**config.mk**
```make
export PLATFORM = sky130hd
export DESIGN_NAME = node_turn_fsm_flat
export DESIGN_NICKNAME = d
export VERILOG_FILES = /design/src/rtl/node_turn_pkg.sv /design/src/rtl/node_turn_fsm_if.sv /design/src/rtl/node_turn_fsm_line_detect.sv /design/src/rtl/node_turn_fsm.sv /design/src/flat_wrapper.sv
export SDC_FILE = /design/constraint.sdc
export NUM_CORES = 1
export LEC_CHECK = 0
export BUFFER_PORTS_ARGS = -buffer_cell sky130_fd_sc_hd__buf_2
export CORE_ASPECT_RATIO = 1.25
export CORE_MARGIN = 3
export CORE_UTILIZATION = 40
export CTS_BUF_LIST = sky130_fd_sc_hd__clkbuf_8
export CTS_CLUSTER_DIAMETER = 60
export DETAILED_ROUTE_END_ITERATION = 8
export PLACE_DENSITY_LB_ADDON = 0.08
export SLEW_MARGIN = 20
export SYNTH_ARGS = -nofsm -noshare
export SYNTH_HDL_FRONTEND = slang
export SYNTH_SLANG_ARGS = --single-unit
```
**constraint.sdc**
```tcl
create_clock -name clk_50 -period 2.5 [get_ports clk_50]
set_input_delay 0.625 -clock clk_50 [delete_from_list [all_inputs] [get_ports clk_50]]
set_output_delay 0.625 -clock clk_50 [all_outputs]
set_load 0.02 [all_outputs]
```
**src/rtl/node_turn_pkg.sv**
```systemverilog
// Shared types for the node turn controller: FSM states, per-node actions, timer width.
// Timers are saturating counters of TMR_W bits.
package node_turn_pkg;

  localparam int TMR_W = 26;

  typedef enum logic [2:0] {
    CRUISE,
    SETTLE,
    DECIDE,
    BLIND,
    SEEK,
    DONE,
    HALT
  } state_t;

  typedef enum logic [1:0] {
    ACT_STRAIGHT = 2'd0,
    ACT_LEFT     = 2'd1,
    ACT_RIGHT    = 2'd2,
    ACT_STOP     = 2'd3
  } act_t;

  function automatic logic [TMR_W-1:0] tmr_inc(input logic [TMR_W-1:0] t);
    return (t == {TMR_W{1'b1}}) ? t : t + 1'b1;
  endfunction

endpackage

```
**src/rtl/node_turn_fsm_if.sv**
```systemverilog
// Node detector / sensor inputs and motor, progress and status outputs of the turn controller.
// Optional fault status line exists only when TURN_TIMEOUT_EN is defined.
interface node_turn_fsm_if #(
  parameter int NCH = 3
);
  logic              node;
  logic [12*NCH-1:0] sens;
  logic              node_done;
  logic [7:0]        lm;
  logic [7:0]        lmn;
  logic [7:0]        rm;
  logic [7:0]        rmn;
  logic [4:0]        node_count;
  logic [2:0]        lap;
  logic              halted;
`ifdef TURN_TIMEOUT_EN
  logic              fault;

  modport master (output node, sens,
                  input  node_done, lm, lmn, rm, rmn, node_count, lap, halted, fault);
  modport slave  (input  node, sens,
                  output node_done, lm, lmn, rm, rmn, node_count, lap, halted, fault);
`else
  modport master (output node, sens,
                  input  node_done, lm, lmn, rm, rmn, node_count, lap, halted);
  modport slave  (input  node, sens,
                  output node_done, lm, lmn, rm, rmn, node_count, lap, halted);
`endif
endinterface

```
**src/rtl/node_turn_fsm_line_detect.sv**
```systemverilog
// Line present when any of NCH 12-bit channels is strictly above TH; one cycle latency.
// No backpressure: samples every cycle.
module line_detect #(
  parameter int         NCH = 3,
  parameter logic [11:0] TH = 12'h500
) (
  input  logic              clk_50,
  input  logic              rst,
  input  logic [12*NCH-1:0] sens,
  output logic              line
);

  logic hit;

  always_comb begin
    hit = 1'b0;
    for (int i = 0; i < NCH; i++) begin
      if (sens[12*i +: 12] > TH) hit = 1'b1;
    end
  end

  always_ff @(posedge clk_50) begin
    if (rst) line <= 1'b0;
    else     line <= hit;
  end

endmodule

```
**src/rtl/node_turn_fsm.sv**
```systemverilog
// Node turn controller: cruise between nodes, settle/count at a node, then spin and seek per PLAN.
// All outputs registered; TURN_TIMEOUT_EN adds a SEEK timeout that halts with fault.
module node_turn_fsm
  import node_turn_pkg::*;
#(
  parameter int                 NCH        = 3,
  parameter int                 NODES      = 8,
  parameter int                 LAPS       = 2,
  parameter logic [2*NODES-1:0] PLAN       = 16'h4924,
  parameter int                 SETTLE_CYC = 21000000,
  parameter int                 BLIND_CYC  = 25000000,
  parameter logic [11:0]        LINE_TH    = 12'h500,
  parameter int                 CRUISE_L   = 77,
  parameter int                 CRUISE_R   = 80
`ifdef TURN_TIMEOUT_EN
  , parameter int               SEEK_MAX_CYC = 50000000
`endif
) (
  input logic             clk_50,
  input logic             rst,
  node_turn_fsm_if.slave  bus
);

  localparam logic [TMR_W-1:0] SETTLE_LAST = TMR_W'(SETTLE_CYC - 1);
  localparam logic [TMR_W-1:0] BLIND_LAST  = TMR_W'(BLIND_CYC - 1);
  localparam logic [7:0]       DUTY_L      = 8'(CRUISE_L);
  localparam logic [7:0]       DUTY_R      = 8'(CRUISE_R);
`ifdef TURN_TIMEOUT_EN
  localparam logic [TMR_W-1:0] SEEK_LAST   = TMR_W'(SEEK_MAX_CYC - 1);
`endif

  state_t           state;
  logic [TMR_W-1:0] tmr;
  logic [4:0]       node_count;
  logic [2:0]       lap;
  logic             node_done;
  logic             halted;
  logic [7:0]       lm, lmn, rm, rmn;
  logic             line_q;
  logic [2*NODES-1:0] plan_sh;
  act_t             act;
  logic             last_node;
`ifdef TURN_TIMEOUT_EN
  logic             fault;
  assign bus.fault = fault;
`endif

  line_detect #(.NCH(NCH), .TH(LINE_TH)) u_line (
    .clk_50 (clk_50),
    .rst    (rst),
    .sens   (bus.sens),
    .line   (line_q)
  );

  // Node 1 lives in the PLAN LSBs, so the node_count-1 pair is the current action.
  always_comb begin
    plan_sh   = PLAN >> {node_count - 5'd1, 1'b0};
    act       = act_t'(plan_sh[1:0]);
    last_node = (node_count == 5'(NODES)) && (lap == 3'(LAPS));
  end

  always_ff @(posedge clk_50) begin
    if (rst) begin
      state      <= CRUISE;
      tmr        <= '0;
      node_count <= '0;
      lap        <= 3'd1;
      node_done  <= 1'b0;
      halted     <= 1'b0;
      lm         <= DUTY_L;
      rm         <= DUTY_R;
      lmn        <= 8'd0;
      rmn        <= 8'd0;
`ifdef TURN_TIMEOUT_EN
      fault      <= 1'b0;
`endif
    end else begin
      case (state)
        CRUISE: begin
          if (bus.node) begin
            state <= SETTLE;
            tmr   <= '0;
          end
        end
        SETTLE: begin
          if (!bus.node) begin
            state <= CRUISE;
          end else if (tmr >= SETTLE_LAST) begin
            if (node_count == 5'(NODES)) begin
              node_count <= 5'd1;
              lap        <= (lap == 3'd7) ? lap : lap + 3'd1;
            end else begin
              node_count <= node_count + 5'd1;
            end
            lm    <= 8'd0;
            rm    <= 8'd0;
            lmn   <= 8'd0;
            rmn   <= 8'd0;
            state <= DECIDE;
          end else begin
            tmr <= tmr_inc(tmr);
          end
        end
        DECIDE: begin
          tmr <= '0;
          if (last_node || act == ACT_STOP) begin
            halted <= 1'b1;
            state  <= HALT;
          end else begin
            case (act)
              ACT_LEFT: begin
                lmn   <= DUTY_L;
                rm    <= DUTY_R;
                state <= BLIND;
              end
              ACT_RIGHT: begin
                lm    <= DUTY_L;
                rmn   <= DUTY_R;
                state <= BLIND;
              end
              default: begin
                node_done <= 1'b1;
                state     <= DONE;
              end
            endcase
          end
        end
        BLIND: begin
          if (tmr >= BLIND_LAST) begin
            tmr   <= '0;
            state <= SEEK;
          end else begin
            tmr <= tmr_inc(tmr);
          end
        end
        SEEK: begin
          if (line_q) begin
            lm        <= 8'd0;
            rm        <= 8'd0;
            lmn       <= 8'd0;
            rmn       <= 8'd0;
            node_done <= 1'b1;
            state     <= DONE;
          end
`ifdef TURN_TIMEOUT_EN
          else if (tmr >= SEEK_LAST) begin
            lm     <= 8'd0;
            rm     <= 8'd0;
            lmn    <= 8'd0;
            rmn    <= 8'd0;
            halted <= 1'b1;
            fault  <= 1'b1;
            state  <= HALT;
          end else begin
            tmr <= tmr_inc(tmr);
          end
`endif
        end
        DONE: begin
          if (!bus.node) begin
            node_done <= 1'b0;
            lm        <= DUTY_L;
            rm        <= DUTY_R;
            state     <= CRUISE;
          end
        end
        HALT: begin
          lm     <= 8'd0;
          rm     <= 8'd0;
          lmn    <= 8'd0;
          rmn    <= 8'd0;
          halted <= 1'b1;
        end
        default: state <= CRUISE;
      endcase
    end
  end

  assign bus.node_done  = node_done;
  assign bus.halted     = halted;
  assign bus.node_count = node_count;
  assign bus.lap        = lap;
  assign bus.lm         = lm;
  assign bus.lmn        = lmn;
  assign bus.rm         = rm;
  assign bus.rmn        = rmn;

endmodule

```
**src/flat_wrapper.sv**
```systemverilog
// flat-port wrapper written by rule: the top's interface ports become plain ports
module node_turn_fsm_flat import node_turn_pkg::*;
#(
  parameter int                 NCH        = 3,
  parameter int                 NODES      = 8,
  parameter int                 LAPS       = 2,
  parameter logic [2*NODES-1:0] PLAN       = 16'h4924,
  parameter int                 SETTLE_CYC = 21000000,
  parameter int                 BLIND_CYC  = 25000000,
  parameter logic [11:0]        LINE_TH    = 12'h500,
  parameter int                 CRUISE_L   = 77,
  parameter int                 CRUISE_R   = 80

)
  (clk_50, rst, bus_node, bus_sens, bus_node_done, bus_lm, bus_lmn, bus_rm, bus_rmn, bus_node_count, bus_lap, bus_halted);
  node_turn_fsm_if #(.NCH(NCH)) bus_i ();
  input logic clk_50;
  input logic rst;
  input wire logic [$bits(bus_i.node)-1:0] bus_node;
  input wire logic [$bits(bus_i.sens)-1:0] bus_sens;
  output wire logic [$bits(bus_i.node_done)-1:0] bus_node_done;
  output wire logic [$bits(bus_i.lm)-1:0] bus_lm;
  output wire logic [$bits(bus_i.lmn)-1:0] bus_lmn;
  output wire logic [$bits(bus_i.rm)-1:0] bus_rm;
  output wire logic [$bits(bus_i.rmn)-1:0] bus_rmn;
  output wire logic [$bits(bus_i.node_count)-1:0] bus_node_count;
  output wire logic [$bits(bus_i.lap)-1:0] bus_lap;
  output wire logic [$bits(bus_i.halted)-1:0] bus_halted;
  assign bus_i.node = bus_node;
  assign bus_i.sens = bus_sens;
  assign bus_node_done = bus_i.node_done;
  assign bus_lm = bus_i.lm;
  assign bus_lmn = bus_i.lmn;
  assign bus_rm = bus_i.rm;
  assign bus_rmn = bus_i.rmn;
  assign bus_node_count = bus_i.node_count;
  assign bus_lap = bus_i.lap;
  assign bus_halted = bus_i.halted;
  node_turn_fsm #(.NCH(NCH), .NODES(NODES), .LAPS(LAPS), .PLAN(PLAN), .SETTLE_CYC(SETTLE_CYC), .BLIND_CYC(BLIND_CYC), .LINE_TH(LINE_TH), .CRUISE_L(CRUISE_L), .CRUISE_R(CRUISE_R)) u_core (.clk_50(clk_50), .rst(rst), .bus(bus_i));
endmodule
```
# Word level (Yosys, flattened, before mapping)
# Cells that the tools add are included.
# W data, S select, Z words.
dict set report classes {
  addsub 4
  magnitude_cmp 5
  eq_ne 26
  n_shift 1
  muxes 43
  bitwise_logic 2
  reduce_logical 19
}
# cell count
set op_table {}
lappend op_table {{$mux W26} 5}
lappend op_table {{$mux W8} 13}
lappend op_table {{$pmux W26 S4} 1}
lappend op_table {{$pmux W8 S5} 2}
lappend op_table {{$pmux W8 S4} 2}
lappend op_table {{$ge A26 B25 Y1 const B} 2}
lappend op_table {{$gt A12 B11 Y1 const B} 3}
lappend op_table {{$add A26 B1 Y26 const B} 1}
lappend op_table {{$eq A26 B26 Y1 const B} 1}
lappend op_table {{$mux W3} 8}
lappend op_table {{$pmux W3 S7} 1}
lappend op_table {{$reduce_and A6 Y1} 3}
lappend op_table {{$shr A15 B6 Y2 const A} 1}
lappend op_table {{$ne A2 B2 Y1 const B} 7}
lappend op_table {{$reduce_and A7 Y1} 2}
lappend op_table {{$eq A3 B3 Y1 const B} 4}
lappend op_table {{$ne A2 B1 Y1 const B} 5}
lappend op_table {{$reduce_and A5 Y1} 2}
lappend op_table {{$eq A3 B2 Y1 const B} 3}
lappend op_table {{$mux W1} 8}
lappend op_table {{$reduce_bool A4 Y1} 2}
lappend op_table {{$add A5 B1 Y5 const B} 1}
lappend op_table {{$eq A5 B4 Y1 const B} 1}
lappend op_table {{$mux W5} 1}
lappend op_table {{19 further kinds} 21}
dict set report word_totals {
  ff_bits 72
  in_bits 39
  out_inout_bits 42
  wordCells 111
}

# Depth between registers and ports, before layout
dict set report depth {
  ltp_word 7
  depth_mapped 15
}

# Modules after synthesis
# A second synthesis with hierarchy kept.
dict set report hier_totals {
  hier_cells 406
  hier_area_um2 3304.4
}
# mod instances cells_per_inst area_each_um2 seq_area_each_um2
set by_module_without_submodules {}
lappend by_module_without_submodules {node_turn_fsm 1 385 3143.0 860.8}
lappend by_module_without_submodules {line_detect 1 21 161.4 20.0}

# Worst setup path after synthesis
# No wires, ideal clock.
dict set report synth_path {
  path_type {register to register}
  from {reg u_core.node_count[0] (netlist: u_core.bus.node_count[0])}
  to {reg u_core.state[0]}
  setup_ns 0.059
  arrival_time_ns 2.635
  setup_slack_ns -0.195
  path_stages_with_launch 13
  n_path_buf 0
  synth_period_minus_slack_ns 2.695
  path_cell_list {dfxtp_1 inv_1 ha_1 nor2b_1 mux2i_1 a221oi_1 o21ai_0 inv_1 ha_1 a31oi_1 nand2_1 a211oi_1 a41o_1}
}
dict set report synth_via {
  elab_chain_cells 6
}
# item line_no
set synth_lines {}
lappend synth_lines {{start, declared} node_turn_fsm.sv:34} ;# logic [4:0] node_count;
lappend synth_lines {{start signal, assigned} node_turn_fsm.sv:93} ;# node_count <= node_count + 5'd1;
lappend synth_lines {{$sub A5 B1 Y5} node_turn_fsm.sv:57} ;# plan_sh = PLAN >> {node_count - 5'd1, 1'b0};
lappend synth_lines {{$shr A15 B6 Y2} node_turn_fsm.sv:57}
lappend synth_lines {{$eq A2 B2 Y1} node_turn_fsm.sv:106} ;# if (last_node || act == ACT_STOP) begin
lappend synth_lines {{$logic_or A1 B1 Y1 *} node_turn_fsm.sv:106}
lappend synth_lines {{$mux W3 *} node_turn_fsm.sv:106}
lappend synth_lines {{$pmux W3 S7 *} node_turn_fsm.sv:78} ;# case (state)
lappend synth_lines {{end signal, assigned} node_turn_fsm.sv:81} ;# state <= SETTLE;
lappend synth_lines {{end signal, assigned} node_turn_fsm.sv:108} ;# state <= HALT;
lappend synth_lines {{end signal, assigned} node_turn_fsm.sv:114} ;# state <= BLIND;
lappend synth_lines {{end, declared} node_turn_fsm.sv:32} ;# state_t state;
# Mark *: on every way between the ends. The rest lies on a longest branch, timed or not.
# A chain may end at the register's enable or synchronous reset.

# Worst setup path after layout
dict set report layout_path {
  from {reg u_core.tmr[18]}
  to {reg u_core.tmr[16]}
}
dict set report layout_via {
  elab_chain_cells 5
}
# item line_no
set layout_lines {}
lappend layout_lines {{start, declared} node_turn_fsm.sv:33} ;# logic [TMR_W-1:0] tmr;
lappend layout_lines {{start signal, assigned} node_turn_fsm.sv:101} ;# tmr <= tmr_inc(tmr);
lappend layout_lines {{start signal, assigned} node_turn_fsm.sv:133} ;# tmr <= tmr_inc(tmr);
lappend layout_lines {{branches (longest 5 deep; another with $ge A26 B25 Y1)} --}
# Several ways; the timed one is not identified. The select of a mux whose other input is x is not followed.

==> results.yml <==
grt:
  gr-total-overflow: 0
  first_global_vias: 2611
  grt_start_max_net_pins: 51
  number_of_antenna_violations_at_the_first_check_in_global_routing: 0
  grt_util_overall: 0.169
  wire_length_of_the_first_global_routing_pass_mm: 12.0
die:
  io-pin-count: 81
  floorplan.rows: 34
  area_of_the_core_region_sq_um: 7100
  die_footprint_sq_um: 8560
  start_util: 0.421
  die_height_um: 103
  fp.dieW_um: 83.4
power_and_ir_drop:
  switching_portion_of_total_power: 0.315
  p_comb_frac: 0.224
  vdd.ir_drop.worst_v: 0.000222
  powerDensity_nw_per_um2: 423
  relative_contribution_of_the_clock_network_to_total_power: 0.286
  static-leakage-power_uw: 0.00146
  internal_dissipation_uw: 1030
  p_switching_uw: 474
  pwr-share-seq: 0.489
placement:
  hpwl_mm: 5.61
  place.port_buffers: 60
  routabilityCongestion: 0.833
  pre_cts_slack_ns: -0.0607
  dp.cells: 522
worst_setup_path:
  critPathRequiredTime_ns: 2.73
  critical_path.startpoint_type: "flip-flop"
  critPathCaptureType: "flip-flop"
  path_max_fanout: 50
  critical_path_class: "reg2reg"
  worstPathArrival_ns: 2.60
synth:
  synthDominantCellAreaShare: 0.294
  syn_avg_cell_area_sq_um: 8.02
  syn_area_sq_um: 2990
  yosysUniqueCellTypes: 59
  synth_top_cells_by_area: "sky130_fd_sc_hd__dfxtp_1, sky130_fd_sc_hd__buf_4, sky130_fd_sc_hd__a21oi_1"
  synth.yosys.seq_area_share: 0.294
  synth_top_cell_by_area: "sky130_fd_sc_hd__dfxtp_1"
  synth-seq-cells: 44
  postSynth.topFlopCell: "sky130_fd_sc_hd__dfxtp_1"
  synth-async-reset-ratio: 0
  synth.yosys.warnings: 0
  postSynthCellCount: 373
  number_of_flops_mapped_to_enable_cells_by_yosys: 0
route:
  remaining_drc_errors: 0
  detail_route.wirelength_mm: 7.42
  vias: 2870
  viasPerCell: 5.43
  detail-route-antenna-nets: 0
  detailedRoute.firstIterationViolations: 104
  wl_per_cell_um: 14.0
  number_of_iterations_in_the_first_detailed_routing_pass: 4
timing:
  fmax_ghz: 0.421
  layout_setup_ws_ns: 0.127
  slew_viol_final: 0
  period_needed_ns: 2.37
  fin_crit_sh: 0.949
  fin_tns_setup_ns: 0
  layout_skew_ns: 0.00601
  tightestPinTransition_ns: 0.534
  rsz_0062_raised_after_global_routing: "no"
  setup-violations-final: 0
  report.final.hold_viol_count: 0
  slew_headroom: 0.644
clock_network:
  cts_root_buffer: "sky130_fd_sc_hd__clkbuf_8"
  tritoncts: "yes"
  ctsLongestPathBuffers: 2
  cts-htree-levels: 2
  numCtsBuffers: 5
  cts.sink_count: 44
  clk_latency_ns: 0.29
  postCtsSetupRepairBufs: 0
  path_clk_slew_ns: 0.09
  postCtsHoldBufs: 0
hold_path:
  timing.hold.worst.class: "reg2reg"
layout:
  drive_gt1_frac: 0.271
  fin_cells: 529
  area_delta_synth_final_pct: 18.9
  number_of_nets_in_the_layout: 488
  num_antenna_cells: 0
  layout.core_utilization: 0.501
run:
  cap_violations: 0
status:
  outcome: "finished clean"
final timing paths:
check	start	to	slack, ns	depth (start not counted)
max	u_core.tmr[18]$_SDFFE_PP0P_	u_core.tmr[16]$_SDFFE_PP0P_	0.13	7
min	u_core.bus.halted$_SDFFE_PP0P_	u_core.bus.halted$_SDFFE_PP0P_	0.47	2
max reg2reg	u_core.tmr[18]$_SDFFE_PP0P_	u_core.tmr[16]$_SDFFE_PP0P_	0.13	7
min reg2reg	u_core.bus.halted$_SDFFE_PP0P_	u_core.bus.halted$_SDFFE_PP0P_	0.47	2
cell families after synthesis:
logic type                 Yosys count  share of synthesized area
adders and majority gates           10                     0.0418
muxes                                4                     0.0134
and+or+nand+nor                    142                      0.279
AOI/OAI and AO/OA                  103                      0.238
xor gates and xnor gates             5                     0.0146
buffers and inverters               64                      0.118
DFF                                 44                      0.294
other                                1                    0.00125
repair_timing:
| item | 4_1_cts | 5_1_grt |
|---|---|---|
| setup endpoints to repair | 4 | 21 |
| resized for setup | 2 | 11 |
| pin swaps | 0 | 1 |
worst max-delay path, cell delays in order, from the launching register on:
cell and delay (ns):
sky130_fd_sc_hd__dfxtp_1 0.32, sky130_fd_sc_hd__or4_4 0.54, sky130_fd_sc_hd__nor4_4 0.22, sky130_fd_sc_hd__a22o_4 0.19, sky130_fd_sc_hd__a41oi_4 0.13, sky130_fd_sc_hd__buf_12 0.21
sky130_fd_sc_hd__or4_1 0.51, sky130_fd_sc_hd__a21oi_1 0.16
area by class of cell:
type | instances | area [sq um]
Fill cell | 721 | 3550
Multi-Input combinational cell | 284 | 1890
Inverter | 16 | 60.1
Sequential cell | 44 | 883
Clock buffer | 5 | 68.8
Clock inverter | 2 | 8.76
Timing Repair Buffer | 88 | 536
Tap cell | 90 | 113
per-stage QoR:
stage	total power, uW	cell area (sq um)	hold slack (ns)
finish	1510	3560	0.473
detailed placement	1080	3430	0.463
CTS	1530	3510	0.485
floorplan	996	3070	0.461
global placement	1080	3430	0.469
global route	1590	3560	0.530
power by group through the flow:
stage | logic, uW | registers (uW) | clock network [uW]
after floorplan | 240 | 756 | 0
after global placement | 328 | 752 | 0
after detailed placement | 331 | 753 | 0
after CTS | 332 | 737 | 461
after global routing | 372 | 740 | 481
final | 338 | 736 | 431
cells in the final DEF (no fill, tap or decap), types with 4 or more instances in the layout:
cell | Yosys | final
sky130_fd_sc_hd__a211oi_1 | 5 | 4
sky130_fd_sc_hd__a21boi_0 | 4 | 4
sky130_fd_sc_hd__a21oi_1 | 29 | 28
sky130_fd_sc_hd__and3_1 | 6 | 6
sky130_fd_sc_hd__and4_1 | 4 | 4
sky130_fd_sc_hd__buf_2 | 2 | 60
sky130_fd_sc_hd__buf_4 | 29 | 26
sky130_fd_sc_hd__clkbuf_8 | 0 | 5
sky130_fd_sc_hd__conb_1 | 1 | 20
sky130_fd_sc_hd__dfxtp_1 | 44 | 42
sky130_fd_sc_hd__ha_1 | 10 | 8
sky130_fd_sc_hd__inv_1 | 16 | 15
sky130_fd_sc_hd__mux2i_1 | 4 | 4
sky130_fd_sc_hd__nand2_1 | 24 | 23
sky130_fd_sc_hd__nand3_1 | 16 | 16
sky130_fd_sc_hd__nand4_1 | 10 | 10
sky130_fd_sc_hd__nor2_1 | 22 | 21
sky130_fd_sc_hd__nor3_1 | 5 | 5
sky130_fd_sc_hd__nor4_1 | 7 | 7
sky130_fd_sc_hd__o211ai_1 | 10 | 10
sky130_fd_sc_hd__o21ai_0 | 18 | 17
sky130_fd_sc_hd__o31ai_1 | 9 | 9
sky130_fd_sc_hd__or3_1 | 10 | 10
sky130_fd_sc_hd__or4_1 | 14 | 14
sky130_fd_sc_hd__xnor2_1 | 5 | 5
layer usage:
| layer | vias to the layer above | routed length (um) | track usage |
|---|---|---|---|
| met1 | 1335 | 3240 | 0.196 |
| met2 | 44 | 3890 | 0.323 |
| li1 | 1485 | - | - |
| met5 | - | 0 | 0 |
| met3 | 6 | 215 | 0.0312 |
| met4 | 0 | 64 | 0.0415 |
flip-flops by register name, summed over array words and instances (netlist names):
name,flops
u_core.bus.halted,1
u_core.bus.lap,3
u_core.bus.lm,1
u_core.bus.lmn,1
u_core.bus.node_count,5
u_core.bus.node_done,1
u_core.bus.rm,1
u_core.bus.rmn,1
u_core.state,3
u_core.tmr,26
u_core.u_line.line,1
cell usage after synthesis (all sizes together) (2+ instances only):
| library cell | instances |
|---|---|
| a31o | 2 |
| nand3b | 3 |
| a21oi | 30 |
| nand2b | 2 |
| a221o | 2 |
| a211oi | 6 |
| nand3 | 16 |
| a41oi | 3 |
| a31oi | 3 |
| nor3 | 5 |
| and3 | 6 |
| nor2 | 22 |
| clkbuf | 17 |
| xnor2 | 5 |
| inv | 16 |
| nor4b | 2 |
| and3b | 3 |
| or3 | 10 |
| nor2b | 4 |
| nand2 | 24 |
| ha | 10 |
| o21ai | 20 |
| o31ai | 9 |
| mux2i | 4 |
| nor3b | 2 |
| buf | 31 |
| a21boi | 4 |
| o211ai | 10 |
| nor4 | 8 |
| or4 | 15 |
| a21o | 2 |
| and4 | 4 |
| nand4 | 11 |
| dfxtp | 44 |
| a41o | 2 |
No activity file was read; power rests on OpenSTA's default activity.
